### src/rtl/conv3x3_rgb565_prog_pkg.sv
// Shared constants and helpers for the programmable 3x3 RGB565 convolution engine.
// Holds the field layout, channel limits, default kernel and window slicing.
package conv3x3_rgb565_prog_pkg;

    localparam int N_TAPS = 9;
    localparam int PIX_W  = 16;
    localparam int CENTRE = 4;

    localparam int R_OFF = 11;
    localparam int G_OFF = 5;
    localparam int B_OFF = 0;
    localparam int R_W   = 5;
    localparam int G_W   = 6;
    localparam int B_W   = 5;

    localparam int R_MAX = 31;
    localparam int G_MAX = 63;
    localparam int B_MAX = 31;

    // Gaussian 1-2-1 kernel, row-major from the top-left tap.
    function automatic int def_coef(input int i);
        case (i)
            0, 2, 6, 8: return 1;
            4:          return 4;
            default:    return 2;
        endcase
    endfunction

    function automatic logic [PIX_W-1:0] pixel_at(input logic [N_TAPS*PIX_W-1:0] win, input int i);
        return win[N_TAPS*PIX_W-1-PIX_W*i -: PIX_W];
    endfunction

endpackage

### src/rtl/conv3x3_mac_channel.sv
// One colour channel of the convolution: 9 signed products, a sum stage,
// then combinational round, arithmetic shift and clamp to the channel range.
module conv3x3_mac_channel
    import conv3x3_rgb565_prog_pkg::*;
#(
    parameter int CH_W   = 5,
    parameter int COEF_W = 8
) (
    input  logic                     d_clk,
    input  logic [CH_W-1:0]          ch   [N_TAPS],
    input  logic signed [COEF_W-1:0] coef [N_TAPS],
    input  logic [3:0]               shift,
    output logic [CH_W-1:0]          result
);

    localparam int PW = COEF_W + 7;
    localparam int SW = COEF_W + 11;
    // Extra headroom so the rounding constant can never overflow the sum.
    localparam int RW = SW + 16;
    localparam logic signed [RW-1:0] CH_MAX = RW'((1 << CH_W) - 1);

    logic signed [PW-1:0] prod_q [N_TAPS];
    logic signed [SW-1:0] sum_d;
    logic signed [SW-1:0] sum_q;
    logic signed [RW-1:0] rnd;
    logic signed [RW-1:0] shifted;

    // NOTE: datapath registers carry no reset; their contents are ignored
    // whenever the matching valid bit (held in the parent) is low.
    always_ff @(posedge d_clk) begin
        for (int i = 0; i < N_TAPS; i++) begin
            prod_q[i] <= PW'(coef[i]) * $signed(PW'({1'b0, ch[i]}));
        end
        sum_q <= sum_d;
    end

    // NOTE: every always_comb output gets a default first so no latch is inferred.
    always_comb begin
        sum_d = '0;
        for (int i = 0; i < N_TAPS; i++) begin
            sum_d = sum_d + SW'(prod_q[i]);
        end
    end

    always_comb begin
        rnd = RW'(sum_q);
        if (shift != 4'd0) begin
            rnd = rnd + (RW'(1) <<< (shift - 4'd1));
        end
        shifted = rnd >>> shift;
        if (shifted[RW-1]) begin
            result = '0;
        end else if (shifted > CH_MAX) begin
            result = CH_MAX[CH_W-1:0];
        end else begin
            result = shifted[CH_W-1:0];
        end
    end

endmodule

### src/rtl/conv3x3_rgb565_prog.sv
// Programmable 3x3 RGB565 convolution with shadow/active config swapped at vsync,
// a centre-pixel bypass path and frame-buffer write addressing. Latency is 3.
module conv3x3_rgb565_prog
    import conv3x3_rgb565_prog_pkg::*;
#(
    parameter int COEF_W       = 8,
    parameter int DEF_SHIFT    = 4,
    parameter int FRAME_PIXELS = 76800,
    parameter int ADDR_W       = 18
) (
    input  logic                     d_clk,
    input  logic                     rst_n,
    input  logic                     valid_in,
    input  logic                     vsync,
    input  logic [143:0]             RGB_data,
    input  logic                     coef_we,
    input  logic [3:0]               coef_idx,
    input  logic signed [COEF_W-1:0] coef_data,
    input  logic                     shift_we,
    input  logic [3:0]               shift_data,
    input  logic                     bypass_we,
    input  logic                     bypass_data,
    input  logic                     cfg_commit,
    output logic                     cfg_pending,
    output logic                     valid_out,
    output logic [15:0]              convolved_rgb,
    output logic [ADDR_W-1:0]        bram_addr,
    output logic                     frame_done
);

    localparam logic [ADDR_W-1:0] LAST_ADDR = ADDR_W'(FRAME_PIXELS - 1);

    logic signed [COEF_W-1:0] shadow_coef [N_TAPS];
    logic signed [COEF_W-1:0] active_coef [N_TAPS];
    logic [3:0]               shadow_shift, active_shift;
    logic                     shadow_bypass, active_bypass;
    logic                     swap;

    assign swap = cfg_pending & vsync;

    // NOTE: sequential state uses non-blocking assignments only, so every
    // register samples pre-edge values regardless of statement order.
    always_ff @(posedge d_clk or negedge rst_n) begin
        if (!rst_n) begin
            for (int i = 0; i < N_TAPS; i++) begin
                shadow_coef[i] <= COEF_W'(def_coef(i));
                active_coef[i] <= COEF_W'(def_coef(i));
            end
            shadow_shift  <= 4'(DEF_SHIFT);
            active_shift  <= 4'(DEF_SHIFT);
            shadow_bypass <= 1'b0;
            active_bypass <= 1'b0;
            cfg_pending   <= 1'b0;
        end else begin
            if (coef_we && (coef_idx < 4'(N_TAPS))) begin
                shadow_coef[coef_idx] <= coef_data;
            end
            if (shift_we) begin
                shadow_shift <= shift_data;
            end
            if (bypass_we) begin
                shadow_bypass <= bypass_data;
            end
            if (swap) begin
                active_coef   <= shadow_coef;
                active_shift  <= shadow_shift;
                active_bypass <= shadow_bypass;
            end
            // A commit landing on the swap cycle re-arms for the next frame.
            if (cfg_commit) begin
                cfg_pending <= 1'b1;
            end else if (swap) begin
                cfg_pending <= 1'b0;
            end
        end
    end

    logic [PIX_W-1:0] px    [N_TAPS];
    logic [R_W-1:0]   r_win [N_TAPS];
    logic [G_W-1:0]   g_win [N_TAPS];
    logic [B_W-1:0]   b_win [N_TAPS];

    always_comb begin
        for (int i = 0; i < N_TAPS; i++) begin
            px[i]    = pixel_at(RGB_data, i);
            r_win[i] = px[i][R_OFF +: R_W];
            g_win[i] = px[i][G_OFF +: G_W];
            b_win[i] = px[i][B_OFF +: B_W];
        end
    end

    logic [R_W-1:0] r_res;
    logic [G_W-1:0] g_res;
    logic [B_W-1:0] b_res;
    logic [3:0]     shift_s1, shift_s2;

    conv3x3_mac_channel #(.CH_W(R_W), .COEF_W(COEF_W)) u_mac_r (
        .d_clk(d_clk), .ch(r_win), .coef(active_coef), .shift(shift_s2), .result(r_res)
    );
    conv3x3_mac_channel #(.CH_W(G_W), .COEF_W(COEF_W)) u_mac_g (
        .d_clk(d_clk), .ch(g_win), .coef(active_coef), .shift(shift_s2), .result(g_res)
    );
    conv3x3_mac_channel #(.CH_W(B_W), .COEF_W(COEF_W)) u_mac_b (
        .d_clk(d_clk), .ch(b_win), .coef(active_coef), .shift(shift_s2), .result(b_res)
    );

    // Shift and bypass travel with the pixel so each one uses the config of its S1 cycle.
    logic             v_s1, v_s2;
    logic             byp_s1, byp_s2;
    logic [PIX_W-1:0] centre_s1, centre_s2;

    always_ff @(posedge d_clk or negedge rst_n) begin
        if (!rst_n) begin
            v_s1          <= 1'b0;
            v_s2          <= 1'b0;
            byp_s1        <= 1'b0;
            byp_s2        <= 1'b0;
            shift_s1      <= '0;
            shift_s2      <= '0;
            centre_s1     <= '0;
            centre_s2     <= '0;
            valid_out     <= 1'b0;
            convolved_rgb <= '0;
        end else begin
            v_s1          <= valid_in;
            v_s2          <= v_s1;
            byp_s1        <= active_bypass;
            byp_s2        <= byp_s1;
            shift_s1      <= active_shift;
            shift_s2      <= shift_s1;
            centre_s1     <= px[CENTRE];
            centre_s2     <= centre_s1;
            valid_out     <= v_s2;
            convolved_rgb <= byp_s2 ? centre_s2 : {r_res, g_res, b_res};
        end
    end

    always_ff @(posedge d_clk or negedge rst_n) begin
        if (!rst_n) begin
            bram_addr  <= '0;
            frame_done <= 1'b0;
        end else begin
            frame_done <= valid_out && (bram_addr == LAST_ADDR);
            if (vsync) begin
                bram_addr <= '0;
            end else if (valid_out) begin
                bram_addr <= (bram_addr == LAST_ADDR) ? '0 : bram_addr + 1'b1;
            end
        end
    end

endmodule

### config.mk
export PLATFORM = sky130hd
export DESIGN_NAME = conv3x3_rgb565_prog
export DESIGN_NICKNAME = d
export VERILOG_FILES = /design/src/rtl/conv3x3_rgb565_prog_pkg.sv /design/src/rtl/conv3x3_mac_channel.sv /design/src/rtl/conv3x3_rgb565_prog.sv
export SDC_FILE = /design/constraint.sdc
export NUM_CORES = 2
export LEC_CHECK = 0
export ABC_AREA = 1
export BUFFER_PORTS_ARGS = -buffer_cell sky130_fd_sc_hd__buf_2
export CAP_MARGIN = 20
export CORE_MARGIN = 8
export CORE_UTILIZATION = 39
export DETAILED_ROUTE_END_ITERATION = 10
export SETUP_SLACK_MARGIN = 0.05
export SYNTH_ARGS = -nofsm -noshare
export SYNTH_HDL_FRONTEND = slang
export SYNTH_HIERARCHICAL = 1
export SYNTH_SLANG_ARGS = --single-unit
export TNS_END_PERCENT = 5
### constraint.sdc
create_clock -name d_clk -period 5.25 [get_ports d_clk]
set_input_delay 0.7875 -clock d_clk [delete_from_list [all_inputs] [get_ports d_clk]]
set_output_delay 0.7875 -clock d_clk [all_outputs]
set_load 0.02 [all_outputs]
[Word-level counts from Yosys, hierarchy flattened]
Memory sizes are Yosys's and may differ from the RTL's.
Cells that the tools add are included.
Word-level totals
  flip-flop bits (word level): 292
  bits in latches: 0
  bits in writable memories: 405
  memory bits (read-only): 0
  bits of input ports: 169
  output and inout port bits: 37
  memories kept: 3
Memories
  u_mac_b.prod_q: depth 9, width 15, read ports 9, clocked after Yosys merged registers in 0, wr ports 9, line conv3x3_mac_channel.sv:22  | logic signed [PW-1:0] prod_q [N_TAPS];
  u_mac_g.prod_q: depth 9, width 15, read ports 9, clocked after Yosys merged registers in 0, wr ports 9, line conv3x3_mac_channel.sv:22
  u_mac_r.prod_q: depth 9, width 15, read ports 9, clocked after Yosys merged registers in 0, wr ports 9, line conv3x3_mac_channel.sv:22
Operators by class
  $add $sub $neg: 29
  multiply operators: 27
  div/mod/pow operators: 0
  magnitude comparators: 6
  equal/unequal tests: 1
  shifts and indexed selects: 4
  mux-type cells: 18
  bitwise gates (word level): 2
  reduce and logical (&&, ||, !) cells: 6
Operator list (count)
  $add A19 B15 Y19: 18
  $mul A8 B6 Y14: 18
  $mul A8 B7 Y15: 9
  $add A19 B35 Y35: 3
  $mux W35: 3
  $sshr A35 B4 Y35: 3
  $bwmux W72: 1
  $gt A35 B6 Y1 const B: 2
  $mux W18: 3
  $add A16 B15 Y17: 3
  $add A15 B15 Y16: 3
  $gt A35 B7 Y1 const B: 1
  $sshl A2 B4 Y35 const A: 1
  $demux W8 S4: 1
  $mux W5: 4
  $add A18 B1 Y18 const B: 1
  $eq A18 B17 Y1 const B: 1
  $mux W16: 1
  $mux W6: 2
  $mux W8: 1
  $ge A5 B5 Y1 const B: 1
  $lt A5 B1 Y1 const B: 1
  $not A4 Y5: 1
  $lt A4 B4 Y1 const B: 1
  6 further kinds: 10

[Longest topological paths before layout]
  depth after elaboration: 9
  mapped depth: 30
  gate-level depth less buffers: 29

[Modules after synthesis]
The synthesis kept the hierarchy.
Modules (own cells, without submodules)
  conv3x3_mac_channel at u_mac_g: times used 1, cells an instance 3227, area each 25699.6 µm²
  conv3x3_mac_channel at u_mac_r: times used 1, cells an instance 2752, area each 21663.3 µm²
  conv3x3_mac_channel at u_mac_b: times used 1, cells an instance 2571, area each 20769.9 µm²
  conv3x3_rgb565_prog: times used 1, cells an instance 674, area each 8461.9 µm²

[Worst setup path after synthesis]
No wires, ideal clock.
  kind: input to register
  from: input RGB_data[38]
  to: memory u_mac_g/prod_q[1][44] in the netlist's numbering
  arrival time: 4.624 ns
  required time: 5.178 ns
  setup slack: 0.555 ns
  cell stages on the path: 22
  cell sequence: clkbuf_1 > nand2_1 > inv_1 > fa_1 > fa_1 > inv_1 > fa_1 > inv_1 > fa_1 > ha_1 > a21oi_1 > o21ai_0 > a21oi_1 > inv_1 > nand2_1 > inv_1 > nor2_1 > inv_1 > a21oi_1 > o21ai_0 > a21oi_1 > xor2_1
RTL lines
  start: declaration: line conv3x3_rgb565_prog.sv:15  | input logic [143:0] RGB_data,
  end: declaration: line conv3x3_mac_channel.sv:22

==> metrics <==
total iterations of the first detailed-routing run 7; number of cell rows ~160; CTS Root Cell sky130_fd_sc_hd__clkbuf_16; count of unique library cells instantiated by Yosys 56; H-tree depth 3; RSZ-0062 raised after global routing true; vertical die dimension 459 um; min cycle time layout 4.93 ns; clock latency at the later pin of the worst-skew pair about 0.72 ns; total gr overflow 0; wire length of the first global-routing pass between 300000 and 400000 um; maximum net fanout on the critical path 2; data required time at the worst endpoint roughly 5.8 ns; Mapped Nets between 10000 and 15000; die area roughly 210000 sq um; Routed WL between 200000 and 250000 um; clk slew on worst S/H paths roughly 0.06 ns; critical path arrival between 5 and 6 ns; Clock Path Buffers 3; starting DRC count in detailed routing about 3800; share of layout cells above drive strength 1 0.0698; Initial Utilization 0.393; Post-Syn Instances ~9200; warning count from the yosys run 6; crit path launch type register; maximum clock skew at final layout between 0.05 and 0.06 ns; final-stage net count 11472; final setup violation count 0; routed length per placed instance about 18 um; largest net degree at the start of global routing 95; worst setup path category reg -> reg; gpl congestion just over 0.9; largest cells by area after synthesis sky130_fd_sc_hd__fa_1 28%, sky130_fd_sc_hd__ha_1 13%, sky130_fd_sc_hd__dfxtp_1 12%; top-count cell post-synth sky130_fd_sc_hd__inv_1; max-slew violation total from the final report 0; initial antenna violation count 64; final critical-path share of the clock period 0.939; vias per std cell 4.75; antenna viol nets, final 0; DRC errors left 0; area after detailed placement approximately 80000 sq um; area share of the leading cell type in the synthesized netlist 0.282; number of clock buffers inserted by TritonCTS just over 80; buffers inserted by post-CTS timing repair 0; area of the core region slightly below 200000 sq um; Final Hold Slack 0.0951 ns; cell taking the most area after synthesis sky130_fd_sc_hd__fa_1; flop-to-flop setup slack 0.32 ns; list of most frequent post-synthesis cells 2361 x sky130_fd_sc_hd__inv_1, 2063 x sky130_fd_sc_hd__nand2_1, 1078 x sky130_fd_sc_hd__fa_1, 826 x sky130_fd_sc_hd__ha_1, 444 x sky130_fd_sc_hd__dfxtp_1; Primary FF master, synth sky130_fd_sc_hd__dfxtp_1; x dimension of the die approximately 460 um; Rel. slew slack 0.275; Post-Place Setup Slack roughly 0.23 ns; number of endpoints with negative hold slack in the final report 0; number of buffers added on ports between 200 and 250; Tightest Pin Transition ~1.1 ns; area of the mapped netlist between 70000 and 80000 sq um; via count between 50000 and 60000; number of clock sinks about 680; final setup TNS 0 ns; half-perimeter wire length after placement between 150000 and 200000 um; class of the tightest hold or removal check in -> async; sequential share of the synthesized area 0.193; clock tree from TritonCTS done; final instance area between 80000 and 90000 sq um; post-synthesis register bit count about 680; area delta synth->final 9.26%; number of flops mapped to enable cells by yosys 0; number of primary I/O pins approximately 210; async set-or-reset flop fraction in the synthesized netlist 0.346; Global Route Usage Sum 0.208; status completed; max-cap viol count 0; f_max between 0.2 and 0.25 GHz; kind of capture point of the worst setup path register; Avg Cell Area, Syn ~8.3 sq um; final setup slack of the worst path about 0.32 ns; vias in the first global route 59025
==> worst paths after layout <==
path	to	cells past startpoint	from
worst max-delay path	u_mac_b/sum_q[18]	22	u_mac_b/prod_q[2][2]
worst min-delay path	convolved_rgb[15]	1	rst_n
worst max register to register	u_mac_b/sum_q[18]	22	u_mac_b/prod_q[2][2]
worst min register to register	centre_s2[2]	0	centre_s1[2]
max in group asynchronous	shift_s2[3]	2	rst_n
min in group d_clk	v_s1	1	valid_in
==> repair_timing <==
item / CTS / global route
setup endpoints to repair: 0 / 2
gates resized for setup: 0 / 1
hold buffers: 0 / 0
==> through the flow <==
step	cells	utilization
6_report	12112	0.429
5_1_grt	12102	0.429
4_1_cts	12088	0.429
3_5_place_dp	11939	0.414
3_3_place_gp	11939	0.414
2_1_floorplan	9224	-
==> registers in the layout (all words and copies together), names as in the netlist, 4 cells and up <==
name	flops
active_coef	72
active_shift	4
bram_addr	18
centre_s1	16
centre_s2	16
convolved_rgb	16
shadow_coef	72
shadow_shift	4
shift_s1	4
shift_s2	4
u_mac_b/prod_q	126
u_mac_b/sum_q	19
u_mac_g/prod_q	135
u_mac_g/sum_q	19
u_mac_r/prod_q	126
u_mac_r/sum_q	19
==> cell type report <==
cell class                      count  area [sq um]
Fill cell                       19463        111000
Clock buffer                      103          2220
Tap cell                         2624          3280
Inverter                         2386          8960
Clock inverter                     46           569
Sequential cell                   679         14800
Antenna cell                       23          57.6
Multi-Input combinational cell   5938         51900
Timing Repair Buffer              313          1880
==> critical path, stage by stage, from the launching register on <==
cell and delay, ns:
sky130_fd_sc_hd__dfxtp_1 0.32, sky130_fd_sc_hd__fa_1 0.50, sky130_fd_sc_hd__fa_1 0.53, sky130_fd_sc_hd__fa_1 0.53, sky130_fd_sc_hd__fa_1 0.56, sky130_fd_sc_hd__ha_1 0.17, sky130_fd_sc_hd__inv_1 0.06, sky130_fd_sc_hd__fa_1 0.39
sky130_fd_sc_hd__o21ai_0 0.36, sky130_fd_sc_hd__nand2_1 0.09, sky130_fd_sc_hd__nand2_1 0.07, sky130_fd_sc_hd__a21oi_1 0.09, sky130_fd_sc_hd__o21ai_0 0.30, sky130_fd_sc_hd__a21o_1 0.17, sky130_fd_sc_hd__nand2_1 0.05, sky130_fd_sc_hd__nand2_1 0.09
sky130_fd_sc_hd__nand3_1 0.07, sky130_fd_sc_hd__nand2_1 0.09, sky130_fd_sc_hd__nand3_1 0.07, sky130_fd_sc_hd__nand2_1 0.10, sky130_fd_sc_hd__nand2_1 0.06, sky130_fd_sc_hd__nand3_1 0.06, sky130_fd_sc_hd__o21ai_0 0.07
==> placed cells by master, fill, tap and decap left out, types with 23 or more instances in the layout <==
master and instances:
sky130_fd_sc_hd__a21oi_1 357, sky130_fd_sc_hd__buf_2 204, sky130_fd_sc_hd__buf_4 106, sky130_fd_sc_hd__clkbuf_16 81, sky130_fd_sc_hd__dfrtp_1 211, sky130_fd_sc_hd__dfxtp_1 444, sky130_fd_sc_hd__diode_2 23, sky130_fd_sc_hd__fa_1 1078
sky130_fd_sc_hd__ha_1 826, sky130_fd_sc_hd__inv_1 2361, sky130_fd_sc_hd__mux2_2 88, sky130_fd_sc_hd__nand2_1 2062, sky130_fd_sc_hd__nand2_2 25, sky130_fd_sc_hd__nand3_1 407, sky130_fd_sc_hd__nand4_1 25, sky130_fd_sc_hd__nor2_1 226
sky130_fd_sc_hd__nor3_1 24, sky130_fd_sc_hd__o21ai_0 213, sky130_fd_sc_hd__o21bai_1 27, sky130_fd_sc_hd__xnor2_1 123, sky130_fd_sc_hd__xor2_1 292
==> layer usage <==
layer,GRT usage,share of wire,vias to the layer above
li1,-,-,27769
met1,0.278,0.44,27940
met2,0.341,0.46,1509
met3,0.0375,0.061,328
met4,0.0689,0.038,22
met5,0,0.00062,-
==> logic make-up after synthesis <==
logic type,synth area share
AO/OA/AOI/OAI,0.0462
XOR/XNOR,0.0475
adder cells (fa/ha/maj),0.417
buffers and inverters,0.129
flip-flops,0.193
multiplexers,0.0131
AND/OR/NAND/NOR,0.154
Power is not shown: default switching activity piles up to over one toggle a cycle in this logic, so the estimate is an artifact.
